## config.mk

```make
export PLATFORM = sky130hd
export DESIGN_NAME = hazard_scoreboard_flat
export DESIGN_NICKNAME = d
export VERILOG_FILES = /design/src/rtl/hazard_scoreboard_if.sv /design/src/rtl/hazard_scoreboard.sv /design/src/flat_wrapper.sv
export SDC_FILE = /design/constraint.sdc
export NUM_CORES = 1
export LEC_CHECK = 0
export ABC_AREA = 0
export BUFFER_PORTS_ARGS = -buffer_cell sky130_fd_sc_hd__clkbuf_2
export CAP_MARGIN = 10
export CELL_PAD_IN_SITES_DETAIL_PLACEMENT = 1
export CELL_PAD_IN_SITES_GLOBAL_PLACEMENT = 2
export CORE_MARGIN = 3
export CORE_UTILIZATION = 33
export DETAILED_ROUTE_END_ITERATION = 8
export GPL_ROUTABILITY_DRIVEN = 0
export PLACE_DENSITY_LB_ADDON = 0.25
export SYNTH_ARGS = -nofsm -noshare
export SYNTH_HDL_FRONTEND = slang
export SYNTH_SLANG_ARGS = --single-unit
```

## constraint.sdc

```tcl
create_clock -name clk -period 3.7 [get_ports clk]
set_clock_uncertainty 0.15 [all_clocks]
set_input_delay 0 -clock clk [delete_from_list [all_inputs] [get_ports clk]]
set_output_delay 0 -clock clk [all_outputs]
set_load 0.05 [all_outputs]
```

## src/rtl/hazard_scoreboard_if.sv

```systemverilog
// ID-stage request bundle and hazard response for the hazard scoreboard.
// The master drives the decoded ID instruction and pipeline controls; the
// slave (the scoreboard) answers with the stall decision and its counter.
interface hazard_scoreboard_if #(
  parameter int AW = 4,
  parameter int CW = 16
);
  logic          id_valid;
  logic [AW-1:0] src1;
  logic [AW-1:0] src2;
  logic          two_src;
  logic          id_wb_en;
  logic          id_mem_r_en;
  logic [AW-1:0] id_dest;
  logic          forward_en;
  logic          flush;
  logic          freeze;
  logic          hazard;
  logic [1:0]    hazard_src;
  logic [CW-1:0] stall_cnt;

  modport master (
    output id_valid, src1, src2, two_src, id_wb_en, id_mem_r_en, id_dest,
    output forward_en, flush, freeze,
    input  hazard, hazard_src, stall_cnt
  );

  modport slave (
    input  id_valid, src1, src2, two_src, id_wb_en, id_mem_r_en, id_dest,
    input  forward_en, flush, freeze,
    output hazard, hazard_src, stall_cnt
  );
endinterface

```

## src/rtl/hazard_scoreboard.sv

```systemverilog
// Read-after-write hazard scoreboard for an in-order pipeline.
// Tracks the destination of every instruction in the DEPTH stages after ID
// (entry 0 = EXE, entry DEPTH-1 = oldest) and stalls the ID instruction while
// one of its sources is still being produced and cannot be forwarded.
module hazard_scoreboard #(
  parameter int AW       = 4,
  parameter int DEPTH    = 2,
  parameter int LOAD_LAT = 1,
  parameter int CW       = 16
) (
  input  logic               clk,
  input  logic               rst,
  hazard_scoreboard_if.slave bus
);

  // Per-stage record of an in-flight instruction.
  logic [DEPTH-1:0] v_q, v_d;
  logic [DEPTH-1:0] wb_q, wb_d;
  logic [DEPTH-1:0] ld_q, ld_d;
  logic [AW-1:0]    dest_q [DEPTH];
  logic [AW-1:0]    dest_d [DEPTH];

  logic [CW-1:0]    stall_cnt_q, stall_cnt_d;

  logic [DEPTH-1:0] hit1;
  logic [DEPTH-1:0] hit2;
  logic [1:0]       hsrc;
  logic             hazard;

  // Per-entry source match. Without forwarding any pending writer blocks;
  // with forwarding only a load still inside its non-forwardable window does.
  for (genvar gi = 0; gi < DEPTH; gi++) begin : g_match
    localparam bit IN_LOAD_SHADOW = (gi < LOAD_LAT);
    logic live;
    logic blocking;
    assign live     = v_q[gi] & wb_q[gi];
    assign blocking = live & (~bus.forward_en | (IN_LOAD_SHADOW & ld_q[gi]));
    assign hit1[gi] = blocking & bus.id_valid & (dest_q[gi] == bus.src1);
    assign hit2[gi] = blocking & bus.id_valid & bus.two_src &
                      (dest_q[gi] == bus.src2);
  end

  // While reset is asserted nothing may stall; a flush squashes the ID
  // instruction, so it has nothing to wait for.
  assign hsrc   = rst ? 2'b00 : {|hit2, |hit1};
  assign hazard = (|hsrc) & ~bus.flush;

  assign bus.hazard     = hazard;
  assign bus.hazard_src = hsrc;
  assign bus.stall_cnt  = stall_cnt_q;

  // Next-state of the stage records: shift toward the oldest stage and admit
  // the ID instruction (or a bubble when it is stalled, squashed or absent).
  always_comb begin
    v_d    = v_q;
    wb_d   = wb_q;
    ld_d   = ld_q;
    dest_d = dest_q;
    if (!bus.freeze) begin
      for (int k = DEPTH - 1; k >= 1; k--) begin
        v_d[k]    = v_q[k-1];
        wb_d[k]   = wb_q[k-1];
        ld_d[k]   = ld_q[k-1];
        dest_d[k] = dest_q[k-1];
      end
      v_d[0]    = bus.id_valid & ~hazard & ~bus.flush;
      wb_d[0]   = bus.id_wb_en;
      ld_d[0]   = bus.id_mem_r_en;
      dest_d[0] = bus.id_dest;
    end
  end

  // Saturating count of cycles the pipeline actually spent stalled.
  always_comb begin
    stall_cnt_d = stall_cnt_q;
    if (!bus.freeze && hazard && (stall_cnt_q != {CW{1'b1}})) begin
      stall_cnt_d = stall_cnt_q + 1'b1;
    end
  end

  // State register; reset wins over freeze and flush.
  always_ff @(posedge clk) begin
    if (rst) begin
      v_q         <= '0;
      wb_q        <= '0;
      ld_q        <= '0;
      stall_cnt_q <= '0;
      for (int k = 0; k < DEPTH; k++) begin
        dest_q[k] <= '0;
      end
    end else begin
      v_q         <= v_d;
      wb_q        <= wb_d;
      ld_q        <= ld_d;
      dest_q      <= dest_d;
      stall_cnt_q <= stall_cnt_d;
    end
  end

endmodule

```

## src/flat_wrapper.sv

```systemverilog
// flat-port wrapper written by rule: the top's interface ports become plain ports
module hazard_scoreboard_flat 
#(
  parameter int AW       = 4,
  parameter int DEPTH    = 2,
  parameter int LOAD_LAT = 1,
  parameter int CW       = 16
)
  (clk, rst, bus_id_valid, bus_src1, bus_src2, bus_two_src, bus_id_wb_en, bus_id_mem_r_en, bus_id_dest, bus_forward_en, bus_flush, bus_freeze, bus_hazard, bus_hazard_src, bus_stall_cnt);
  hazard_scoreboard_if #(.AW(AW), .CW(CW)) bus_i ();
  input  logic clk;
  input  logic rst;
  input wire logic [$bits(bus_i.id_valid)-1:0] bus_id_valid;
  input wire logic [$bits(bus_i.src1)-1:0] bus_src1;
  input wire logic [$bits(bus_i.src2)-1:0] bus_src2;
  input wire logic [$bits(bus_i.two_src)-1:0] bus_two_src;
  input wire logic [$bits(bus_i.id_wb_en)-1:0] bus_id_wb_en;
  input wire logic [$bits(bus_i.id_mem_r_en)-1:0] bus_id_mem_r_en;
  input wire logic [$bits(bus_i.id_dest)-1:0] bus_id_dest;
  input wire logic [$bits(bus_i.forward_en)-1:0] bus_forward_en;
  input wire logic [$bits(bus_i.flush)-1:0] bus_flush;
  input wire logic [$bits(bus_i.freeze)-1:0] bus_freeze;
  output wire logic [$bits(bus_i.hazard)-1:0] bus_hazard;
  output wire logic [$bits(bus_i.hazard_src)-1:0] bus_hazard_src;
  output wire logic [$bits(bus_i.stall_cnt)-1:0] bus_stall_cnt;
  assign bus_i.id_valid = bus_id_valid;
  assign bus_i.src1 = bus_src1;
  assign bus_i.src2 = bus_src2;
  assign bus_i.two_src = bus_two_src;
  assign bus_i.id_wb_en = bus_id_wb_en;
  assign bus_i.id_mem_r_en = bus_id_mem_r_en;
  assign bus_i.id_dest = bus_id_dest;
  assign bus_i.forward_en = bus_forward_en;
  assign bus_i.flush = bus_flush;
  assign bus_i.freeze = bus_freeze;
  assign bus_hazard = bus_i.hazard;
  assign bus_hazard_src = bus_i.hazard_src;
  assign bus_stall_cnt = bus_i.stall_cnt;
  hazard_scoreboard #(.AW(AW), .DEPTH(DEPTH), .LOAD_LAT(LOAD_LAT), .CW(CW)) u_core (.clk(clk), .rst(rst), .bus(bus_i));
endmodule
```

# == Word-level counts from Yosys, hierarchy flattened ==
# Cells that the tools add are included.
# word_totals
out_inout_bits,19
ff_bits,29
wordCells,38
input_bits,21
# classes
bitwise,19
eq_ne,5
reduce_logical,6
mux,1
n_addsub,1
# op_table
op,count
"adder 16 x 1 -> 16 bit, second input constant",1
equality test 4 bit,4
"inequality test 16 bit, second input constant",1
bitwise AND 1 bit,15
OR reduction 2 bit,3
inverter 1 bit,3
logical AND 1 bit,2
two-way mux 2 bit,1
zero test 1 bit,1
OR 1 bit,1

# == Longest topological paths before layout ==
# Gate-level depths: netlist of the first run.
# logic_depth
ltp_word,13
depth_mapped,8
mapped_depth_nobuf,7

# == Worst setup path after synthesis of the first run ==
# No wires, ideal clock.
# synth_path
path_type,register to output
start,reg u_core.dest_q[6] in the netlist's numbering
end,out bus_hazard
path_stages_with_launch,8
n_path_buf,2
arrival_ps,2358
path_slack_ps,1192
t_required_ps,3550
path_cell_list,dfxtp_1 > xnor2_1 > nand3_1 > nor3_1 > nor3_2 > buf_2 > buf_2 > nor3_1
# synth_between
elab_chain_len,6
# synth_lines
element,line,source
from (decl),hazard_scoreboard.sv:20,logic [AW-1:0] dest_q [DEPTH];
from (signal assigned),hazard_scoreboard.sv:95,dest_q <= dest_d;
"equality test 4 bit, on equally long branches","hazard_scoreboard.sv:38, hazard_scoreboard.sv:40",
"bitwise AND 1 bit, on equally long branches","hazard_scoreboard.sv:38, hazard_scoreboard.sv:39",
OR reduction 2 bit,hazard_scoreboard.sv:45,"assign hsrc = rst ? 2'b00 : {|hit2, |hit1};"
two-way mux 2 bit (*),hazard_scoreboard.sv:45,
OR reduction 2 bit (*),hazard_scoreboard.sv:46,assign hazard = (|hsrc) & ~bus.flush;
bitwise AND 1 bit (*),hazard_scoreboard.sv:46,
to (decl),flat_wrapper.sv:23,output wire logic [$bits(bus_i.hazard)-1:0] bus_hazard;
# Mark *: on every way between the ends. The rest lies on a longest branch, timed or not.

# == Worst setup path in the final report of the first run ==
# layout_path
start,"reg u_core.stall_cnt_q[0], in the netlist u_core.bus.stall_cnt[0]"
end,"reg u_core.stall_cnt_q[14], in the netlist u_core.bus.stall_cnt[14]"
# layout_between
elab_chain_len,2
# layout_lines
element,line,source
from (decl),hazard_scoreboard.sv:23,"logic [CW-1:0] stall_cnt_q, stall_cnt_d;"
from (signal assigned),hazard_scoreboard.sv:96,stall_cnt_q <= stall_cnt_d;
branches (longest 2 deep; another with adder 16 x 1 -> 16 bit),-,
# Parallel ways; which one is timed is not known.
# A chain may end at the register's enable or synchronous reset.

==> metrics.txt, run 1 <==
MaxCap Viol Count 0; share of cells above drive strength 1 0.2368; status finished clean; family with the most delay on the worst path simple AND/OR/NAND/NOR gates; TNS Setup 0 ps; Highest Clock Rate 397.8 MHz; data arrival time of the worst path around 2600 ps; number of remaining DRC errors 0; maximum number of pins on one net before global-route repair 38; CTS Buf Count 5; Setup-failing EPs final 0; number of global-route vias before repair 1515; die footprint approximately 5600 µm²; 1st-pass router iterations 4; number of diodes 0; category of the worst setup path launch point flip-flop; cell with the most instances after synthesis sky130_fd_sc_hd__dfxtp_1; clock transition at the registers of the reported paths roughly 70 ps; Max FO, Critical Path 24; total number of vias about 1500; post-CTS setup repair buffer count 0; cell count after placement 263; most instantiated flip-flop cell in the synthesis netlist sky130_fd_sc_hd__dfxtp_1; number of endpoints with negative hold slack in the final report 0; final critical delay including setup and external delays 2514 ps; slowest CP cell sky130_fd_sc_hd__or4_4; post-placement cell area 1779 µm²; violation count after the first detailed-routing iteration 75; wire length per cell after detailed routing 14.91 µm; netlist area before placement 1565 µm²; DP HPWL 3057 µm; number of enable flip-flop cells after synthesis 0; Top-Level Pins 40; register bit total from synthesis 29; residual overflow from global routing 0; library cell with the largest summed area after synthesis sky130_fd_sc_hd__dfxtp_1; Finished Cell Area slightly below 2000 µm²; worst-case setup margin in the final layout 1186 ps; clk sink count 29; synth top area cells sky130_fd_sc_hd__dfxtp_1 (37%), sky130_fd_sc_hd__xnor2_1 (8.4%), sky130_fd_sc_hd__mux2i_1 (7.7%); CTS root buf sky130_fd_sc_hd__clkbuf_8; count of buffers from port buffering 39; number of cells in the finished layout apart from fillers 280; type of destination of the critical path flip-flop; nets@finish between 200 and 250; slowest cell delay on critical path 570 ps; Least-Margin Pin Slew 742.5 ps; area share of the leading cell type in the synthesized netlist 0.3709; synthesis-to-layout area growth 25.90%; number of cell rows 24; total power density per cell area 346.0 nW/µm²; global-route wire length before repair 7003 µm; Total Routing Usage GR 0.1619; count of warnings emitted by yosys 0; WHS Path Cells 3; Clock Path Buffers 2; required time reported for the critical path endpoint 3750 ps; total wire length ~4200 µm; share of the yosys chip area belonging to registers 0.3709; crit path cell chain ha_1 -> nand3_2 -> nor4_1 -> or4_4 -> or4_1 -> or3_1 -> a21oi_1; synthesized netlist cell count approximately 180; post-placement setup slack ~1200 ps; critical path depth in cells 7; final critical-path share of the clock period 0.6795; vertical die dimension 74.87 µm; top cell types by occurrence after synthesis sky130_fd_sc_hd__dfxtp_1 (29), sky130_fd_sc_hd__nor2_1 (24), sky130_fd_sc_hd__xnor2_1 (15); path category of the worst min-delay check primary input to flip-flop; worst setup slack for register-to-register paths 1190 ps; vias per inst 5.407; placeable core area 4474 µm²; Synth Net Count 204; maximum VDD drop about 210 µV; static leakage power 0.7644 nW; CTS tree built; CTS H-Tree Depth 2; final total power 0.6819 mW; max-slew violations 0; clock latency reported for the late side of the worst-skew pair 280 ps; Max-Slew Margin vs Limit 0.5050; start-to-end type of the worst setup path flip-flop to flip-flop; RSZ-0062 raised after global routing false; count of distinct cell types in the synthesized netlist 37; Routed Antenna Nets 0; synthesized area per cell between 8 and 9 µm²; share of async-settable or async-resettable flops after synthesis 0; width of the die 74.87 µm; antenna violations before repair 0; initial core utilization 0.3498; Worst Reg2Reg Path Length in Cells 7; buffers and inverters on the worst path 0
==> path summary, 6_finish.rpt <==
path                         endpoint                      from
max reg2reg  u_core.bus.stall_cnt[14]   u_core.bus.stall_cnt[0]
min reg2reg  u_core.bus.stall_cnt[15]  u_core.bus.stall_cnt[15]
max          u_core.bus.stall_cnt[14]   u_core.bus.stall_cnt[0]
min                    u_core.ld_q[0]                bus_freeze
==> worst reg2reg max path, cell delays in order, from the launching register on <==
cell and delay, ps:
sky130_fd_sc_hd__dfxtp_1 350, sky130_fd_sc_hd__ha_1 230, sky130_fd_sc_hd__nand3_2 140, sky130_fd_sc_hd__nor4_1 100, sky130_fd_sc_hd__or4_4 570, sky130_fd_sc_hd__or4_1 450, sky130_fd_sc_hd__or3_1 310, sky130_fd_sc_hd__a21oi_1 130
==> through the flow <==
| stage | hold WS (ps) | util |
|---|---|---|
| floorplan | -6.057 | - |
| global placement | 82.08 | 0.3977 |
| detailed placement | 92.75 | 0.3977 |
| CTS | 185.0 | 0.4404 |
| global route | 212.7 | 0.4404 |
| finish | 185.7 | 0.4404 |
==> metal layers <==
layer,vias to the layer above,wire [µm],GRT usage
met3,7,159,0.03872
li1,753,-,-
met5,-,0,0
met4,0,57,0.05138
met2,29,2191,0.2882
met1,725,1766,0.1903
==> what timing repair did <==
item                                   CTS  global route
resized for setup                        0             0
hold buffers                             9             0
endpoints found under the hold margin    9             0
==> flip-flops by register name (all words and copies together), names as in the netlist <==
register / flops
u_core.bus.stall_cnt: 16
u_core.dest_q: 8
u_core.v_q: 2
u_core.wb_q: 2
u_core.ld_q: 1
==> report_power, final <==
| group | switching, mW | internal [mW] | total (mW) |
|---|---|---|---|
| Sequential | 0.00669 | 0.319 | 0.325 |
| Clock | 0.124 | 0.168 | 0.292 |
| Combinational | 0.0311 | 0.0335 | 0.0646 |
==> final cells by class <==
type                    count  area, µm²
clock inverters             1      5.005
flip-flops and latches     29      580.6
clock buffers               7      96.34
fillers                   562       2504
multi-input cells         139      919.6
well taps                  52      65.06
inverters                   3      11.26
repair buffers             49      292.8
==> cell usage in the layout (no fill, tap or decap), types with 2 or more instances in the layout <==
master and instances:
sky130_fd_sc_hd__clkbuf_2 39, sky130_fd_sc_hd__dfxtp_1 29, sky130_fd_sc_hd__nor2_1 24, sky130_fd_sc_hd__xnor2_1 15, sky130_fd_sc_hd__a21oi_1 13, sky130_fd_sc_hd__mux2i_1 12
sky130_fd_sc_hd__o31ai_1 9, sky130_fd_sc_hd__or4_1 9, sky130_fd_sc_hd__dlygate4sd3_1 9, sky130_fd_sc_hd__nand2_1 8, sky130_fd_sc_hd__nand4_1 7, sky130_fd_sc_hd__clkbuf_8 7
sky130_fd_sc_hd__nand3_1 6, sky130_fd_sc_hd__inv_1 3, sky130_fd_sc_hd__nor2b_1 3, sky130_fd_sc_hd__nor3_1 3, sky130_fd_sc_hd__nor4_1 3, sky130_fd_sc_hd__or3_1 3
sky130_fd_sc_hd__mux2_2 3, sky130_fd_sc_hd__and3_1 3, sky130_fd_sc_hd__and4_1 2, sky130_fd_sc_hd__o21ai_1 2
==> cell families (layout without fill, tap and decap cells) <==
| group | after synthesis | count (layout) | share of synthesized area |
|---|---|---|---|
| and+or+nand+nor | 78 | 78 | 0.2766 |
| AOI/OAI and AO/OA | 29 | 29 | 0.1151 |
| DFF | 29 | 29 | 0.3709 |
| xor gates and xnor gates | 16 | 16 | 0.08953 |
| muxes | 15 | 15 | 0.09832 |
| buffers and inverters | 14 | 60 | 0.04157 |
| adders and majority gates | 1 | 1 | 0.007992 |
Note: power is estimated with default switching activity, not from simulation.
==> inputs of run 2 (changes only) <==
--- a/config.mk
+++ b/config.mk
@@ -11,7 +11,7 @@
 export CELL_PAD_IN_SITES_DETAIL_PLACEMENT = 1
 export CELL_PAD_IN_SITES_GLOBAL_PLACEMENT = 2
 export CORE_MARGIN = 3
-export CORE_UTILIZATION = 33
+export CORE_UTILIZATION = 27
 export DETAILED_ROUTE_END_ITERATION = 8
 export GPL_ROUTABILITY_DRIVEN = 0
 export PLACE_DENSITY_LB_ADDON = 0.25
==> constraint.sdc (replaced) <==
create_clock -name clk -period 2.1 [get_ports clk]
set_clock_uncertainty 0.15 [all_clocks]
set_input_delay 0 -clock clk [delete_from_list [all_inputs] [get_ports clk]]
set_output_delay 0 -clock clk [all_outputs]
set_load 0.05 [all_outputs]
==> metrics.txt, run 2 (synthesized netlist as in run 1, its figures left out) <==
maximum VDD drop 262.6 µV (+23%); final critical-path share of the clock period 1.047 (+0.3677); CTS Buf Count 5 (unchanged); CTS root buf sky130_fd_sc_hd__clkbuf_8; total wire length 4821 µm (+15%); Top-Level Pins 40 (unchanged); path category of the worst min-delay check primary input to flip-flop; wire length per cell after detailed routing 14.26 µm (-4.3%); width of the die 82.14 µm (+9.7%); synthesis-to-layout area growth 56.83%; number of diodes 0 (unchanged); number of global-route vias before repair 1676 (+11%); count of buffers from port buffering 39 (unchanged); 1st-pass router iterations 4 (unchanged); required time reported for the critical path endpoint 2170 ps (-1580 ps); slowest CP cell sky130_fd_sc_hd__or4_4; category of the worst setup path launch point flip-flop; Setup-failing EPs final 9 (+9); die footprint 6747 µm² (+20%); nets@finish 288 (+16%); total power density per cell area 522.5 nW/µm² (+51%); family with the most delay on the worst path simple AND/OR/NAND/NOR gates; failing checks negative setup slack; clock transition at the registers of the reported paths 70 ps (about the same); TNS Setup -193.1 ps (-193.1 ps); max-slew violations 0 (unchanged); number of endpoints with negative hold slack in the final report 0 (unchanged); vertical die dimension 82.14 µm (+9.7%); RSZ-0062 raised after global routing true; status finished, violations left; post-placement cell area 2122 µm² (+19%); Max-Slew Margin vs Limit 0.7389 (+0.2339); Finished Cell Area 2455 µm² (+25%); Routed Antenna Nets 0 (unchanged); maximum number of pins on one net before global-route repair 37 (-2.6%); number of flip-flops under the largest register name 16 (unchanged); static leakage power 1.014 nW (+33%); number of cell rows 27 (+13%); final design utilization 0.4404 (about the same); type of destination of the critical path flip-flop; total number of vias 1655 (+9.3%); slowest cell delay on critical path 450 ps (-120 ps); clock latency reported for the late side of the worst-skew pair 290 ps (about the same); Clock Path Buffers 2 (unchanged); share of cells above drive strength 1 0.4812 (+0.2444); global-route wire length before repair 7928 µm (+13%); placeable core area 5574 µm² (+25%); final total power 1.283 mW (+88%); CTS H-Tree Depth 2 (unchanged); Highest Clock Rate 454.8 MHz (+14%); MaxCap Viol Count 0 (unchanged); Max FO, Critical Path 5 (-79%); initial core utilization 0.2808 (-0.06902); buffers and inverters on the worst path 0 (unchanged); commonest cells after routing, fill and taps aside sky130_fd_sc_hd__clkbuf_2 (38), sky130_fd_sc_hd__buf_4 (38), sky130_fd_sc_hd__nor2_1 (23); Least-Margin Pin Slew 391.7 ps (-350.8 ps); residual overflow from global routing 0 (unchanged); clk sink count 29 (unchanged); number of remaining DRC errors 0 (unchanged); final critical delay including setup and external delays 2199 ps (-315.1 ps); post-placement setup slack -93.21 ps (-1287 ps); violation count after the first detailed-routing iteration 59 (-21%); start-to-end type of the worst setup path flip-flop to flip-flop; vias per inst 4.896 (-9.4%); antenna violations before repair 0 (unchanged); crit path cell chain ha_4 -> nand3_4 -> nor4_2 -> or4_4 -> or4_1 -> or3_1 -> a21oi_1; worst-case setup margin in the final layout -99.00 ps (-1285 ps); CTS tree built; DP HPWL 3483 µm (+14%); Total Routing Usage GR 0.1540 (-0.007943); data arrival time of the worst path 2270 ps (-300 ps)
run 2: changes by cell type in the layout (fill, tap and decap cells not counted), moves of 3 or more:
cell / change
sky130_fd_sc_hd__buf_4: +37
sky130_fd_sc_hd__dfxtp_1: -21
sky130_fd_sc_hd__dfxtp_2: +17
sky130_fd_sc_hd__dfxtp_4: +4
sky130_fd_sc_hd__xnor2_1: -4
sky130_fd_sc_hd__xnor2_2: +4
sky130_fd_sc_hd__buf_6: +3
run 2: worst paths after layout:
path,from,to,cells past startpoint,slack (ps)
hold / removal,bus_freeze,u_core.bus.stall_cnt[4],5,80
setup / recovery,u_core.bus.stall_cnt[1],u_core.bus.stall_cnt[14],7,-100
hold reg to reg,u_core.v_q[1],u_core.v_q[1],2,360
setup reg to reg,u_core.bus.stall_cnt[1],u_core.bus.stall_cnt[14],7,-100
run 2: layer usage:
metal / track usage / up-vias / part of all wire
li1: - / 833 / -
met5: 0 / - / 0
met3: 0.03796 / 8 / 0.042
met4: 0.04983 / 0 / 0.016
met1: 0.1823 / 779 / 0.43
met2: 0.2714 / 35 / 0.52
run 2: final cells by class:
cell class | count | area [µm²]
multi-input cells | 139 | 1039
clock inverters | 2 | 35.03
flip-flops and latches | 29 | 616.8
clock buffers | 5 | 68.82
well taps | 72 | 90.09
inverters | 3 | 11.26
repair buffers | 88 | 594.3
fillers | 671 | 3119
run 2: power by group:
| part | switching (mW) | leakage, nW | internal (mW) |
|---|---|---|---|
| logic | 0.0661 | 0.714 | 0.0747 |
| registers | 0.0132 | 0.246 | 0.559 |
| clock network | 0.225 | 0.0540 | 0.344 |
| total | 0.305 | 1.01 | 0.978 |
run 2: stage by stage:
step / cells / hold WS (ps)
2_1_floorplan: 182 / -48.90
3_3_place_gp: 319 / 79.73
3_5_place_dp: 319 / 91.02
4_1_cts: 336 / 84.35
5_1_grt: 338 / 104.0
6_report: 338 / 81.37
run 2: worst min-delay path: stages:
cell and delay [ps]:
sky130_fd_sc_hd__clkbuf_2 100, sky130_fd_sc_hd__or4_4 150, sky130_fd_sc_hd__nor2_1 60, sky130_fd_sc_hd__nand3b_1 90
sky130_fd_sc_hd__a21oi_1 60
run 2: what timing repair did:
action / 4_1_cts / 5_1_grt
hold endpoints to repair: 9 / 0
hold buffers: 8 / 0
pin swaps: 10 / 5
gates resized for setup: 17 / 12
gates cloned: 0 / 1
buffers inserted: 2 / 1
endpoints found under the setup margin: 14 / 13
